<file path="config.mk">
export PLATFORM = sky130hd
export DESIGN_NAME = exc_controller
export DESIGN_NICKNAME = d
export VERILOG_FILES = /design/src/rtl/exc_controller.sv
export SDC_FILE = /design/constraint.sdc
export NUM_CORES = 1
export LEC_CHECK = 0
export BUFFER_PORTS_ARGS = -buffer_cell sky130_fd_sc_hd__buf_2
export CAP_MARGIN = 20
export CORE_MARGIN = 2
export CORE_UTILIZATION = 48
export DETAILED_ROUTE_END_ITERATION = 8
export GPL_TIMING_DRIVEN = 0
export PLACE_DENSITY = 0.74
export REMOVE_ABC_BUFFERS = 1
export SLEW_MARGIN = 40
export SYNTH_ARGS = -nofsm -noshare
export SYNTH_HDL_FRONTEND = slang
export SYNTH_SLANG_ARGS = --single-unit
</file>
<file path="constraint.sdc">
create_clock -name clk -period 1.44 [get_ports clk]
set_input_delay 0 -clock clk [delete_from_list [all_inputs] [get_ports clk]]
set_output_delay 0 -clock clk [all_outputs]
set_load 0.01 [all_outputs]
</file>
<file path="src/rtl/exc_controller.sv">
// Exception sequencer for the single-cycle datapath: latches IRQ / invalid-opcode
// causes, runs the Exc/ExcAck handshake, tracks handler residency and issues ERet.
module exc_controller #(
  parameter int NSRC        = 4,
  parameter int ACK_TIMEOUT = 16
) (
  input  logic            clk,
  input  logic            reset,
  input  logic [NSRC-1:0] irq,
  input  logic            invalid_op,
  input  logic            eret_instr,
  input  logic            cfg_we,
  input  logic [NSRC-1:0] cfg_mask,
  input  logic            ExcAck,
  output logic            Exc,
  output logic [3:0]      EStatus,
  output logic            ERet,
  output logic            in_handler,
  output logic [NSRC-1:0] pending,
  output logic            double_fault,
  output logic            ack_timeout
);

  localparam int WDW = $clog2(ACK_TIMEOUT + 1);

  typedef enum logic [1:0] {IDLE, REQ, HANDLER, RETN} state_t;

  state_t          state_q, state_d;
  logic [NSRC-1:0] pending_q, pending_d;
  logic [NSRC-1:0] mask_q, mask_d;
  logic            sync_pend_q, sync_pend_d;
  logic            cause_sync_q, cause_sync_d;
  logic [2:0]      cause_idx_q, cause_idx_d;
  logic [3:0]      estatus_q, estatus_d;
  logic [WDW-1:0]  wd_q, wd_d;
  logic            double_fault_q, double_fault_d;
  logic            ack_timeout_q, ack_timeout_d;

  logic [NSRC-1:0] clr;
  logic [2:0]      win_idx;
  logic [WDW-1:0]  wd_nxt;

  // Lowest-index pending source wins among the interrupts.
  always_comb begin
    win_idx = 3'd0;
    for (int i = NSRC - 1; i >= 0; i--) begin
      if (pending_q[i]) win_idx = 3'(i);
    end
  end

  assign wd_nxt = (wd_q == WDW'(ACK_TIMEOUT)) ? wd_q : wd_q + WDW'(1);

  always_comb begin
    state_d        = state_q;
    sync_pend_d    = sync_pend_q;
    mask_d         = mask_q;
    cause_sync_d   = cause_sync_q;
    cause_idx_d    = cause_idx_q;
    estatus_d      = estatus_q;
    wd_d           = wd_q;
    double_fault_d = double_fault_q;
    ack_timeout_d  = ack_timeout_q;
    clr            = '0;

    case (state_q)
      IDLE: begin
        if (sync_pend_q) begin
          state_d      = REQ;
          cause_sync_d = 1'b1;
          estatus_d    = 4'b0010;
          wd_d         = '0;
        end else if (|pending_q) begin
          state_d      = REQ;
          cause_sync_d = 1'b0;
          cause_idx_d  = win_idx;
          estatus_d    = {1'b1, win_idx};
          wd_d         = '0;
        end
        if (invalid_op) sync_pend_d = 1'b1;
      end
      REQ: begin
        if (ExcAck) begin
          state_d = HANDLER;
          if (cause_sync_q) begin
            sync_pend_d = 1'b0;
          end else begin
            for (int i = 0; i < NSRC; i++) begin
              if (cause_idx_q == 3'(i)) clr[i] = 1'b1;
            end
          end
        end else begin
          wd_d = wd_nxt;
          if (wd_nxt == WDW'(ACK_TIMEOUT)) ack_timeout_d = 1'b1;
        end
      end
      HANDLER: begin
        if (invalid_op) double_fault_d = 1'b1;
        if (eret_instr) begin
          state_d   = RETN;
          estatus_d = 4'b0000;
        end
      end
      RETN: begin
        state_d = IDLE;
      end
      default: state_d = IDLE;
    endcase

    // New requests win over a same-cycle accept clear.
    pending_d = (pending_q & ~clr) | (irq & mask_q);
    if (cfg_we) mask_d = cfg_mask;
  end

  always_ff @(posedge clk) begin
    if (reset) begin
      state_q        <= IDLE;
      pending_q      <= '0;
      mask_q         <= '1;
      sync_pend_q    <= 1'b0;
      cause_sync_q   <= 1'b0;
      cause_idx_q    <= 3'd0;
      estatus_q      <= 4'b0000;
      wd_q           <= '0;
      double_fault_q <= 1'b0;
      ack_timeout_q  <= 1'b0;
    end else begin
      state_q        <= state_d;
      pending_q      <= pending_d;
      mask_q         <= mask_d;
      sync_pend_q    <= sync_pend_d;
      cause_sync_q   <= cause_sync_d;
      cause_idx_q    <= cause_idx_d;
      estatus_q      <= estatus_d;
      wd_q           <= wd_d;
      double_fault_q <= double_fault_d;
      ack_timeout_q  <= ack_timeout_d;
    end
  end

  assign Exc          = (state_q == REQ);
  assign in_handler   = (state_q == HANDLER);
  assign ERet         = (state_q == RETN);
  assign EStatus      = estatus_q;
  assign pending      = pending_q;
  assign double_fault = double_fault_q;
  assign ack_timeout  = ack_timeout_q;

endmodule

</file>
## Yosys cells after proc, flatten, opt, wreduce, memory -nomap -nowiden

Index checks and enable logic that the tools add are counted.

| operators by class | value |
|---|---|
| $add $sub $neg | 1 |
| equal/unequal tests | 14 |
| mux-type cells | 31 |
| bitwise logic cells | 6 |
| reduce and logical (&&, ||, !) cells | 14 |

Operator list:

| cell | number |
|---|---|
| $mux 4 | 6 |
| $mux 5 | 4 |
| $reduce_and 3->1 | 5 |
| $eq 5x5->1 const B | 2 |
| $mux 2 | 5 |
| $pmux 5 s2 | 1 |
| $mux 1 | 9 |
| $mux 3 | 3 |
| $and 4x4->4 | 2 |
| $ne 2x2->1 const B | 4 |
| $pmux 2 s4 | 1 |
| $pmux 4 s2 | 1 |
| $eq 3x2->1 const B | 2 |
| $reduce_bool 2->1 | 3 |
| $add 5x1->5 const B | 1 |
| $eq 2x2->1 const B | 2 |
| $not 4->4 | 1 |
| $or 4x4->4 | 1 |
| $reduce_and 2->1 | 2 |
| $reduce_and 4->1 | 1 |
| $reduce_or 4->1 | 1 |
| $eq 3x1->1 const B | 1 |
| $logic_not 3->1 | 1 |
| $ne 3x3->1 const B | 1 |
| other kinds (5) | 6 |

| word-level totals | value |
|---|---|
| flip-flop bits (word level) | 26 |
| input port bits | 14 |
| output and inout bits | 13 |
| logic and storage cells | 76 |

## Longest topological paths before layout

| logic depth | value |
|---|---|
| word-level depth | 8 |
| depth in mapped cells | 7 |
| mapped depth without buffers | 6 |

## Worst setup path after synthesis

Ideal clock, no wire load.

| timing path | value |
|---|---|
| path type | register to register |
| from | register state_q[1] |
| to | register wd_q[1] |
| library setup time | 65 ps |
| arrival | 1578 ps |
| required time | 1375 ps |
| slack | -204 ps |
| stages on the path, launching flop included | 8 |
| path buffers | 1 |
| clock period less this slack | 1644 ps |
| cells stage by stage | dfxtp_1 > inv_1 > ha_1 > nor2b_1 > buf_2 > o22ai_4 > mux2_1 > nor2_1 |

| on the way | value |
|---|---|
| cells in the longest elaborated chain, start to end | 3 |
| elaborated cells on any way between the ends | 7 |
| classes of those cells | eq/ne: 3; mux: 1; reduce/logical: 3 |

Ends and longest elaborated chain:

| element | line | source |
|---|---|---|
| start: declaration | 28 | `state_t state_q, state_d;` |
| start signal: assignment | 127 | `state_q <= state_d;` |
| $eq 2x1->1 (*) | -- |  |
| net Exc | 15 | `output logic Exc,` |
| $ne 2x2->1 (no source line) / $reduce_bool 2->1 (equally long branches) | -- |  |
| $reduce_and 3->1 (no source line) | -- |  |
| end signal: assignment | 134 | `wd_q <= wd_d;` |
| end: declaration | 35 | `logic [WDW-1:0] wd_q, wd_d;` |

Mark *: on every way through the listed nets, which the timed path passes. The rest lies on a longest branch.
A chain may end at the register's enable or synchronous reset.

## Final worst setup path

| timing path | value |
|---|---|
| from | register state_q[0] |
| to | register ack_timeout_q (netlist: ack_timeout) |

| on the way | value |
|---|---|
| cells in the longest elaborated chain, start to end | 2 |

Ends and longest elaborated chain:

| element | line | source |
|---|---|---|
| $eq 2x1->1 | 65 | `case (state_q)` |
| $reduce_and 3->1 (no source line) | -- |  |
| end signal: assignment | 136 | `ack_timeout_q <= ack_timeout_d;` |
| end: declaration | 37 | `logic ack_timeout_q, ack_timeout_d;` |

Every way passes these cells.

==> metrics.cfg <==
[floorplan]
dieWidth_um = 55.0
rows = 18
die_h_um = 55.0
initial_core_util_pct = 50.4
die_area_mm2 = 0.00302
io_pins = 27
core_mm2 = 0.00248

[clock_tree]
cts-root-buf = clkbuf_4
cts_made_buffers = 3
clock_sinks = 24
h-tree-depth = 1
worstSkewPairLatency_ps = 330
path_clk_slew_ps = 130
cts_tree = yes
clock_path_buffers = 2

[setup_path]
critical_path_required_ps = 1720
crit_chain = buf_6, ha_4, nor2b_4, buf_4, nor4b_1, a32o_1
crit_type = register to register
path_delay_family = simple AND/OR/NAND/NOR gates
crit_buf_inv = 2
start_kind = register
worstPathMaxFanout = 8
critPathSlowestCell = dfxtp_4
cp.arrival_ps = 1890
r2r_start = state_q[0]$_SDFFE_PP0P_
cp-end-kind = register
critPathLaunch = state_q[0]$_SDFFE_PP0P_
cpPeakStageDelay_ps = 400

[final_layout]
area_delta_synth_final_pct = 48.5
final_common_cell = buf_2
layout.nets = 217
mostFrequentLayoutCells = 25 x buf_2, 18 x dfxtp_1, 16 x nor2_1, 13 x dlygate4sd3_1, 13 x buf_4
instances_no_fill = 225
final_core_util_pct = 74.8
stdcell_area_mm2 = 0.00185
drive_gt1_share_pct = 37.9
antenna_cells = 0

[timing]
setup_viol_count_final = 10
setup_tns_ps = -977
fmax_mhz = 621
post-route-period-util_pct = 112
finalWorstSetupSlack_ps = -171
skew_ps = 1.39
hold_viol = 0
slew_viol_final = 0
period_needed_ps = 1610
rsz0062_at_grt = true

[synth]
synthesis.area_per_instance_um2 = 8.78
synth_flop_cell = dfxtp_1
ys_types = 41
synth-async-reset-ratio_pct = 0
synth_edf_count = 0
ys_warn_count = 0
ys_ff_latch = 24
synth.cell_area_mm2 = 0.00125
syn_inst = 142
yosysSeqAreaShare_pct = 38.5

[drt]
first_pass_iters = 5
detail_route.wl_per_cell_um = 14.5
ant_nets = 0
drt-initial-drc-count = 23
vias_per_cell = 5.52
totalWireLength_mm = 3.26
via_count = 1241
drc = 0

[place]
place_ws_ps = -620
globalplace.congestion = 0.818
dpl.cell_count = 191
dp_hpwl_mm = 1.90
place_area_mm2 = 0.00138
portBuffers = 25

[hold_path]
min-delay-start = reset
hp-class = input pin to register

[power_and_ir_drop]
max-vdd-ir-drop_v = 0.00113
power.density_mw_per_mm2 = 1650
p_comb_share_pct = 57.2
sequentialPowerShare_pct = 30.7
swShare_pct = 39.2
clkPwrFrac_pct = 12.1
p_int_mw = 1.86
switching_power_mw = 1.20
p_leak_nw = 0.805

[global_routing]
grt_use_met1_pct = 27.0
grt_max_degree = 20
met2_usage_pct = 42.5
grt.overflow.total = 0
grt_pass1_vias = 1159
met3_usage_pct = 2.96
grt_busiest_layer = met2
grt_pass1_wl_mm = 4.98
antenna_found_initial = 0
grt_util_all_layers_pct = 22.8

[run_status]
status = finished with violations
violations = negative setup slack

[job]
cap_violations = 0

==> flip-flops by register name, indices dropped and copies added (netlist names) <==
register and cells:
sync_pend_q 1, ack_timeout 1, cause_idx_q 2, state_q 2, EStatus 3, mask_q 4, wd_q 5, double_fault 1
cause_sync_q 1, pending 4
==> cells in the mapped netlist (all sizes together), types with 3 or more instances <==
cell type,number,area share [%]
a21oi,14,5.9
o21a,3,1.8
clkbuf,3,0.90
buf,3,1.3
dfxtp,24,39
nand2,12,3.6
nand2b,3,1.5
mux2i,7,5.6
nor2b,4,2.0
o21ai,3,1.2
nor2,17,5.1
ha,7,7.0
inv,10,3.0
nand3,4,1.6
==> routing by layer <==
layer | part of all wire [%] | vias up
li1 | - | 606
met1 | 40 | 582
met2 | 53 | 47
met3 | 5.4 | 6
met4 | 1.2 | 0
met5 | 0 | -
==> path summary, 6_finish.rpt <==
check | to | slack (ps) | depth (start not counted)
max | ack_timeout$_SDFFE_PP0P_ | -170 | 6
min | state_q[1]$_SDFFE_PP0P_ | 30 | 2
max reg2reg | ack_timeout$_SDFFE_PP0P_ | -170 | 6
min reg2reg | pending[3]$_SDFF_PP0_ | 480 | 2
==> cell type report <==
cell class / count / area, um^2
clock buffers: 4 / 36.3
fillers: 166 / 624
inverters: 10 / 40.0
multi-input cells: 102 / 846
flip-flops and latches: 24 / 495
well taps: 30 / 37.5
repair buffers: 55 / 398
==> stage by stage <==
step / hold WS, ps / power, mW
after floorplan: 69.1 / 1.67
after global placement: 215 / 1.90
after CTS: 31.3 / 2.74
after global routing: 71.8 / 3.24
final: 29.9 / 3.05
after detailed placement: 228 / 1.95
==> power by group through the flow <==
stage	Combinational [mW]	Clock, mW	Sequential, mW
after detailed placement	1.04	0	0.915
final	1.75	0.369	0.938
after global placement	0.998	0	0.907
after global routing	1.89	0.397	0.952
after CTS	1.46	0.366	0.912
after floorplan	0.760	0	0.914
==> cell families (layout without fill, tap and decap cells) <==
logic type | Yosys count | in the layout | synth area share [%]
and+or+nand+nor | 50 | 50 | 20.7
AOI/OAI and AO/OA | 34 | 34 | 20.4
DFF | 24 | 24 | 38.5
buffers and inverters | 16 | 69 | 5.22
muxes | 8 | 8 | 6.52
adders and majority gates | 7 | 7 | 7.02
xor gates and xnor gates | 2 | 2 | 1.40
other | 1 | 1 | 0.301
==> timing repair <==
action | in CTS | in global routing
gates resized for setup | 27 | 13
setup endpoints to repair | 15 | 13
hold buffers | 13 | 0
buffers inserted | 12 | 5
hold endpoints to repair | 9 | 0
pin swaps | 7 | 7
cloned | 0 | 0
No activity file was read; power rests on OpenSTA's default activity.
